<file path="config.mk">
export PLATFORM = sky130hd
export DESIGN_NAME = booth_r4_seq_mult
export DESIGN_NICKNAME = d
export VERILOG_FILES = /design/src/rtl/booth_r4_seq_mult.sv
export SDC_FILE = /design/constraint.sdc
export NUM_CORES = 1
export LEC_CHECK = 0
export BUFFER_PORTS_ARGS = -buffer_cell sky130_fd_sc_hd__buf_2
export CAP_MARGIN = 10
export CORE_UTILIZATION = 50
export CTS_CLUSTER_SIZE = 12
export DETAILED_ROUTE_END_ITERATION = 10
export PLACE_DENSITY = 0.71
export SLEW_MARGIN = 20
export SYNTH_ARGS = -nofsm -noshare
export SYNTH_HDL_FRONTEND = slang
export SYNTH_SLANG_ARGS = --single-unit
</file>
<file path="constraint.sdc">
create_clock -name clk -period 5.5 [get_ports clk]
set_input_delay 0.55 -clock clk [delete_from_list [all_inputs] [get_ports clk]]
set_output_delay 0.55 -clock clk [all_outputs]
set_load 0.05 [all_outputs]
</file>
<file path="src/rtl/booth_r4_seq_mult.sv">
// Sequential radix-4 Booth signed multiplier: one Booth digit per clock, N/2 cycles per product.
// Define BOOTH_APPROX_EN to zero the K lowest columns of every partial product (approximate mode).
module booth_r4_seq_mult #(
  parameter int unsigned N = 8,
  parameter int unsigned K = 4
) (
  input  logic           clk,
  input  logic           rst_n,
  input  logic           in_valid,
  output logic           in_ready,
  input  logic [N-1:0]   a_in,
  input  logic [N-1:0]   b_in,
  output logic           out_valid,
  input  logic           out_ready,
  output logic [2*N-1:0] p_out
);

  localparam int unsigned W    = 2 * N;
  localparam int unsigned CntW = $clog2(N / 2);
  localparam int unsigned IdxW = $clog2(N + 1);
  localparam logic [CntW-1:0] LastCnt = CntW'(N / 2 - 1);
  localparam logic [CntW-1:0] CntOne  = CntW'(1);

  if ((N % 2) != 0 || N < 4 || N > 32 || K > N) begin : g_param_check
    $error("booth_r4_seq_mult: N must be even in 4..32 and K must be in 0..N");
  end

  typedef enum logic [1:0] {StIdle, StRun, StDone} state_e;

  state_e          state_q, state_d;
  logic [N-1:0]    a_q, a_d;
  logic [N-1:0]    b_q, b_d;
  logic [W-1:0]    acc_q, acc_d;
  logic [CntW-1:0] cnt_q, cnt_d;

  // Booth digit select for the current iteration; b[-1] is the appended zero.
  logic [N:0]      b_ext;
  logic [IdxW-1:0] base;
  logic [2:0]      triplet;
  logic            neg, one, two;
  logic [N:0]      pp_sel, pp_bits;
  logic [W-1:0]    pp_wide, pp_sh, neg_sh, pp_add, neg_add;

  always_comb begin
    b_ext   = {b_q, 1'b0};
    base    = IdxW'({cnt_q, 1'b0});
    triplet = b_ext[base +: 3];
    neg     = triplet[2];
    one     = triplet[1] ^ triplet[0];
    two     = (triplet == 3'b011) || (triplet == 3'b100);
    pp_sel  = ({(N + 1){one}} & {a_q[N-1], a_q}) | ({(N + 1){two}} & {a_q, 1'b0});
    // Sign is taken from the inverted bits; the +1 lands in column 2i via neg_sh, so -2*(-2^(N-1))
    // does not overflow the N+1 bit field.
    pp_bits = pp_sel ^ {(N + 1){neg}};
    pp_wide = {{(N - 1){pp_bits[N]}}, pp_bits};
    pp_sh   = pp_wide << base;
    neg_sh  = {{(W - 1){1'b0}}, neg} << base;
  end

`ifdef BOOTH_APPROX_EN
  localparam logic [W-1:0] One      = W'(1);
  localparam logic [W-1:0] KeepMask = ~((One << K) - One);

  assign pp_add  = pp_sh & KeepMask;
  assign neg_add = neg_sh & KeepMask;
`else
  assign pp_add  = pp_sh;
  assign neg_add = neg_sh;
`endif

  always_comb begin
    state_d = state_q;
    a_d     = a_q;
    b_d     = b_q;
    acc_d   = acc_q;
    cnt_d   = cnt_q;
    unique case (state_q)
      StIdle: begin
        if (in_valid) begin
          a_d     = a_in;
          b_d     = b_in;
          acc_d   = '0;
          cnt_d   = '0;
          state_d = StRun;
        end
      end
      StRun: begin
        acc_d = acc_q + pp_add + neg_add;
        cnt_d = cnt_q + CntOne;
        if (cnt_q == LastCnt) begin
          state_d = StDone;
        end
      end
      StDone: begin
        if (out_ready) begin
          state_d = StIdle;
        end
      end
      default: state_d = StIdle;
    endcase
  end

  always_ff @(posedge clk or negedge rst_n) begin
    if (!rst_n) begin
      state_q <= StIdle;
      a_q     <= '0;
      b_q     <= '0;
      acc_q   <= '0;
      cnt_q   <= '0;
    end else begin
      state_q <= state_d;
      a_q     <= a_d;
      b_q     <= b_d;
      acc_q   <= acc_d;
      cnt_q   <= cnt_d;
    end
  end

  assign in_ready  = (state_q == StIdle);
  assign out_valid = (state_q == StDone);
  assign p_out     = acc_q;

endmodule

</file>
# After elaboration in Yosys (flattened, before gate mapping)
# Cells that the tools add are included.
word_totals:
  wordCells: 38
  in_bits: 20
  register_bits: 36
classes:
  n_addsub: 3
  n_shift: 3
  reduce_logical: 6
  eq_ne: 8
  bitwise: 5
  mux: 8
op_table:
  columns: ["op", "count"]
  rows:
  - ["adder 16 bit", 2]
  - ["case mux 16 bit (2 select lines)", 1]
  - ["bitwise AND 9 bit", 2]
  - ["2-to-1 mux 16 bit", 1]
  - ["left shift 1 x 3 -> 16 bit", 1]
  - ["left shift 16 x 3 -> 16 bit", 1]
  - ["bitwise OR 9 bit", 1]
  - ["variable part select 9 x 4 -> 3 bit", 1]
  - ["XOR 9 bit", 1]
  - ["2-to-1 mux 2 bit", 4]
  - ["case mux 2 bit (3 select lines)", 1]
  - ["== test 2 bit (second input constant)", 2]
  - ["inequality test 2 bit (second input constant)", 2]
  - ["case mux 2 bit (2 select lines)", 1]
  - ["AND reduction 2 bit", 2]
  - ["== test 3 x 2 -> 1 bit (second input constant)", 1]
  - ["== test 3 bit (second input constant)", 1]
  - ["AND reduction 3 bit", 1]
  - ["adder 2 x 1 -> 2 bit (second input constant)", 1]
  - ["== test 2 x 1 -> 1 bit (second input constant)", 1]
  - ["logical NOT 2 bit", 1]
  - ["inequality test 2 x 1 -> 1 bit (second input constant)", 1]
  - ["nonzero test 2 bit", 1]
  - ["logical OR 1 bit", 1]
  - ["XOR 1 bit", 1]

# Depth between registers and ports, before layout
logic_depth:
  word_depth: 10
  ltp_mapped: 21
  ltp_nobuf: 19

# Worst setup path after synthesis
# Ideal clock, no wire load.
synth_path:
  path_kind: "register -> register"
  from: "register cnt_q[1]"
  to: "register acc_q[12] (netlist: p_out[12])"
  n_path_buf: 3
  setup_ns: 0.132
  stages_incl_launch_ff: 21
  required_time_ns: 5.368
  arrival_time_ns: 4.684
  slack_ns: 0.684
  path_cell_list: "dfrtp_1 -> clkbuf_1 -> mux2_2 -> a22oi_1 -> ha_1 -> clkbuf_1 -> clkbuf_1 -> a22o_1 -> a21oi_1 -> o21ai_0 -> or2_2 -> fa_1 -> inv_1 -> ha_1 -> a21o_1 -> a21o_1 -> a2111oi_1 -> o21ai_0 -> a21oi_1 -> xor2_1 -> o21ai_1"
synth_between:
  elab_chain_cells: 10
  elab_cells_between_ends: 14
  cone_classes: "add/sub (2); eq/ne (2); shift (3); mux (1); bitwise (5); reduce/logical (1)"
synth_lines:
  columns: ["item", "line_no", "text"]
  rows:
  - ["start: declaration", "34", "logic [CntW-1:0] cnt_q, cnt_d;"]
  - ["start signal: assignment", "115", "cnt_q <= cnt_d;"]
  - ["variable part select 9 x 4 -> 3 bit", "47", "triplet = b_ext[base +: 3];"]
  - ["== test 3 x 2 -> 1 bit / == test 3 bit (equally long branches)", "50", "two = (triplet == 3'b011) || (triplet == 3'b100);"]
  - ["logical OR 1 bit", "50", null]
  - ["bitwise AND 9 bit", "51", "pp_sel = ({(N + 1){one}} & {a_q[N-1], a_q}) | ({(N + 1){two}} & {a_q, 1'b0});"]
  - ["bitwise OR 9 bit", "51", null]
  - ["XOR 9 bit", "54", "pp_bits = pp_sel ^ {(N + 1){neg}};"]
  - ["left shift 16 x 3 -> 16 bit", "56", "pp_sh = pp_wide << base;"]
  - ["adder 16 bit", "88", "acc_d = acc_q + pp_add + neg_add;"]
  - ["adder 16 bit (*)", "88", null]
  - ["case mux 16 bit (2 select lines) (*)", "77", "unique case (state_q)"]
  - ["end signal: assignment", "108", "acc_q <= '0;"]
  - ["end signal: assignment", "114", "acc_q <= acc_d;"]
  - ["end: declaration", "33", "logic [W-1:0] acc_q, acc_d;"]
# Every way passes the cells marked *; elsewhere a longest branch is shown, timed or not.
# A chain may end at the register's enable or synchronous reset.

# Worst setup path after layout
layout_path:
  from: "register cnt_q[0]"
  to: "register acc_q[12] (netlist: p_out[12])"
# Same word-level chain as after synthesis.

==> run_results.csv <==
group,metric,value,unit
cts,numClockSinks,36,
synth,synth.most_common_cell,"dfrtp_1",
placed_design,gp_congestion,0.841,
worst_setup_path,path_cells,"buf_4, nor2b_1, a22oi_1, ha_2, a22o_1, a21oi_1, o21ai_0, or2_2, fa_1, inv_1, ha_1, a21o_1, a21o_1, a2111oi_1, o21ai_0, a21oi_1, xor2_1, o21ai_1",
sta,fin_crit,5.02,ns
cts,tritoncts,"yes",
synth,netlist_area,2800,um^2
synth,seq_area_frac_synth,32.2,%
route,wl_met1,2940,um
floorplan,die_height,76.8,um
route,vias,2211,
cts,cts_max_level,2,
hold_path,hold_path.class,"in2async",
worst_setup_path,endpoint_kind,"flip-flop",
route,wl_met3,222,um
synth,syn_area_per_cell,9.68,um^2
synth,ys_ff_latch,36,
cts,cts_resized,0,
route,post-route-drc-count,0,
synth,syn_nets,342,
route,drt_iter0_drc,112,
global_routing,grt_pass1_vias,2003,
floorplan,rows,26,
route,met2WireLength,2640,um
synth,synth_warnings,0,
route,top_layer,"met4",
worst_setup_path,path_max_fanout,27,
floorplan,start_util,53.4,%
final_layout,area_delta_synth_final,12.4,%
run,drv_cap,0,
route,wl,5870,um
cts,tritoncts.num_buffers,5,
synth,ys.flop_type,"dfrtp_1",
global_routing,grt_overflow,0,
placed_design,hpwlAfterDp,4320,um
cts,cts_hold_buffers,0,
synth,synth_edf_count,0,
cts,postCtsSetupRepairBufs,0,
floorplan,ios,38,
sta,setup_viol,0,
sta,skew,0.00319,ns
worst_setup_path,cp_data_required_time,5.64,ns
worst_setup_path,crit_path_start_kind,"flip-flop",
cts,cts_max_path_buffers,2,
sta,max_freq,199,MHz
final_layout,drive_above_1_share,23.8,%
sta,final-max-slew-violation-count,0,
cts,path_clk_slew,0.07,ns
placed_design,portBuffers,37,
worst_setup_path,arrival,5.16,ns
worst_setup_path,slowest_delay,0.58,ns
synth,yosysUniqueCellTypes,46,
synth,syn_inst,289,
synth,yosysTopAreaCellShare,32.2,%
global_routing,antenna_found_initial,0,
route,viasPerCell,5.68,
global_routing,track_usage,21.1,%
cts,root_buffer,"clkbuf_8",
final_layout,fin_nets,371,
route,wire_per_inst,15.1,um
synth,synth_area_leader_cell,"dfrtp_1",
route,firstDrtPassIters,4,
floorplan,die_w,76.8,um
floorplan,coreArea,5240,um^2
sta,rsz0062_at_grt,"false",
global_routing,grt_pass1_wl,9850,um
worst_setup_path,slowest_stage,"a2111oi_1",
floorplan,die-area,5900,um^2
sta,finalCritPeriodShare,91.3,%
route,ant_nets,0,
synth,async_flop_share,100,%
cts,clock_latency,0.29,ns
sta,worstMarginPinSlew,1.03,ns
sta,setup_tns,0,ns
global_routing,grt_max_degree,37,
worst_setup_path,worstSetupPathType,"reg2reg",
synth,yosys-top-cells-area,"dfrtp_1 32%, ha_1 13%, mux2_2 7.2%, a21oi_1 3.8%, fa_1 3.6%",
sta,hold_violations,0,
sta,max_slew_margin,31.3,%
synth,synthTopCellsByCount,"36 x dfrtp_1, 28 x ha_1, 26 x nand2_1, 21 x a21oi_1",
run_status,outcome,"complete, no violations",
final_layout,diodes,0,
[state kept, by name, indices dropped and copies added, names as in the netlist]
register / cells
cnt_q: 2
state_q: 2
b_q: 8
a_q: 8
p_out: 16
[cell families (layout without fill, tap and decap cells)]
family	Yosys count	count (layout)	share of synthesized area, %
compound gates	87	87	21.1
buf+inv	28	58	4.07
xor+xnor	14	14	4.65
flops	36	36	32.2
simple gates	67	67	11.7
fa+ha+maj	33	33	16.1
mux	24	24	10.3
[area by class of cell]
type / instances / area, um^2
clock inverter: 1 / 30.0
multi-input combinational: 225 / 1790
fill: 451 / 2090
tap: 70 / 87.6
sequential: 36 / 901
inverter: 10 / 37.5
clock buffer: 7 / 96.3
timing repair buffer: 40 / 208
[routing by layer]
layer / vias to the layer above / global-route usage (%)
met5: - / 0
met4: 0 / 5.77
met3: 6 / 3.57
met2: 44 / 31.4
met1: 1048 / 31.2
li1: 1113 / -
[cell usage in the layout, fill, tap and decap left out, types with 2 or more instances in the layout]
master,synthesis,routed
nand2_1,26,26
and2_1,2,2
nand3b_1,2,2
a21oi_1,21,21
nand3_1,2,2
buf_4,0,3
a22o_1,8,8
nor2_1,14,14
mux4_2,2,2
ha_1,28,27
buf_2,1,37
mux2_2,18,18
o22ai_1,11,11
nor3b_1,4,4
o21ai_0,18,18
mux2i_1,4,4
inv_1,10,10
nor2b_1,3,3
nor3_1,3,3
fa_1,5,5
a221oi_1,7,7
clkbuf_8,0,7
dfrtp_1,36,36
nand4_1,2,2
xnor2_1,4,4
a21o_1,10,10
o21ai_1,2,2
xor2_1,9,9
a31oi_1,2,2
nand2b_1,3,3
[worst max-delay path, delay by kind of cell (launching register included)]
kind	cells	cell delay, ns
DFF	1	0.37
and+or+nand+nor	2	0.43
adders and majority gates	3	1.21
AOI/OAI and AO/OA	10	2.34
buffers and inverters	2	0.35
xor gates and xnor gates	1	0.18
[per-stage QoR]
step | util (%) | cells | hold slack (ns) | area, um^2 | worst slack (ns)
floorplan | - | 289 | 0.254 | 2800 | 0.684
global placement | 57.6 | 381 | 0.478 | 3020 | 0.669
detailed placement | 57.6 | 381 | 0.485 | 3020 | 0.466
CTS | 60.0 | 389 | 0.374 | 3140 | 0.427
global route | 60.1 | 389 | 0.427 | 3150 | 0.0934
finish | 60.1 | 389 | 0.351 | 3150 | 0.479
[final timing paths]
| check | startpoint | endpoint | slack [ns] | depth (start not counted) |
|---|---|---|---|---|
| min in group clk | b_in[3] | b_q[3] | 0.49 | 2 |
| max in group asynchronous | rst_n | a_q[6] | 4.64 | 1 |
| worst max register to register | cnt_q[0] | p_out[12] | 0.48 | 18 |
| worst max-delay path | cnt_q[0] | p_out[12] | 0.48 | 18 |
| worst min register to register | state_q[1] | state_q[0] | 0.50 | 1 |
| worst min-delay path | rst_n | p_out[8] | 0.35 | 1 |
Power is not shown: default switching activity piles up to over one toggle a cycle in this logic, so the estimate is an artifact.
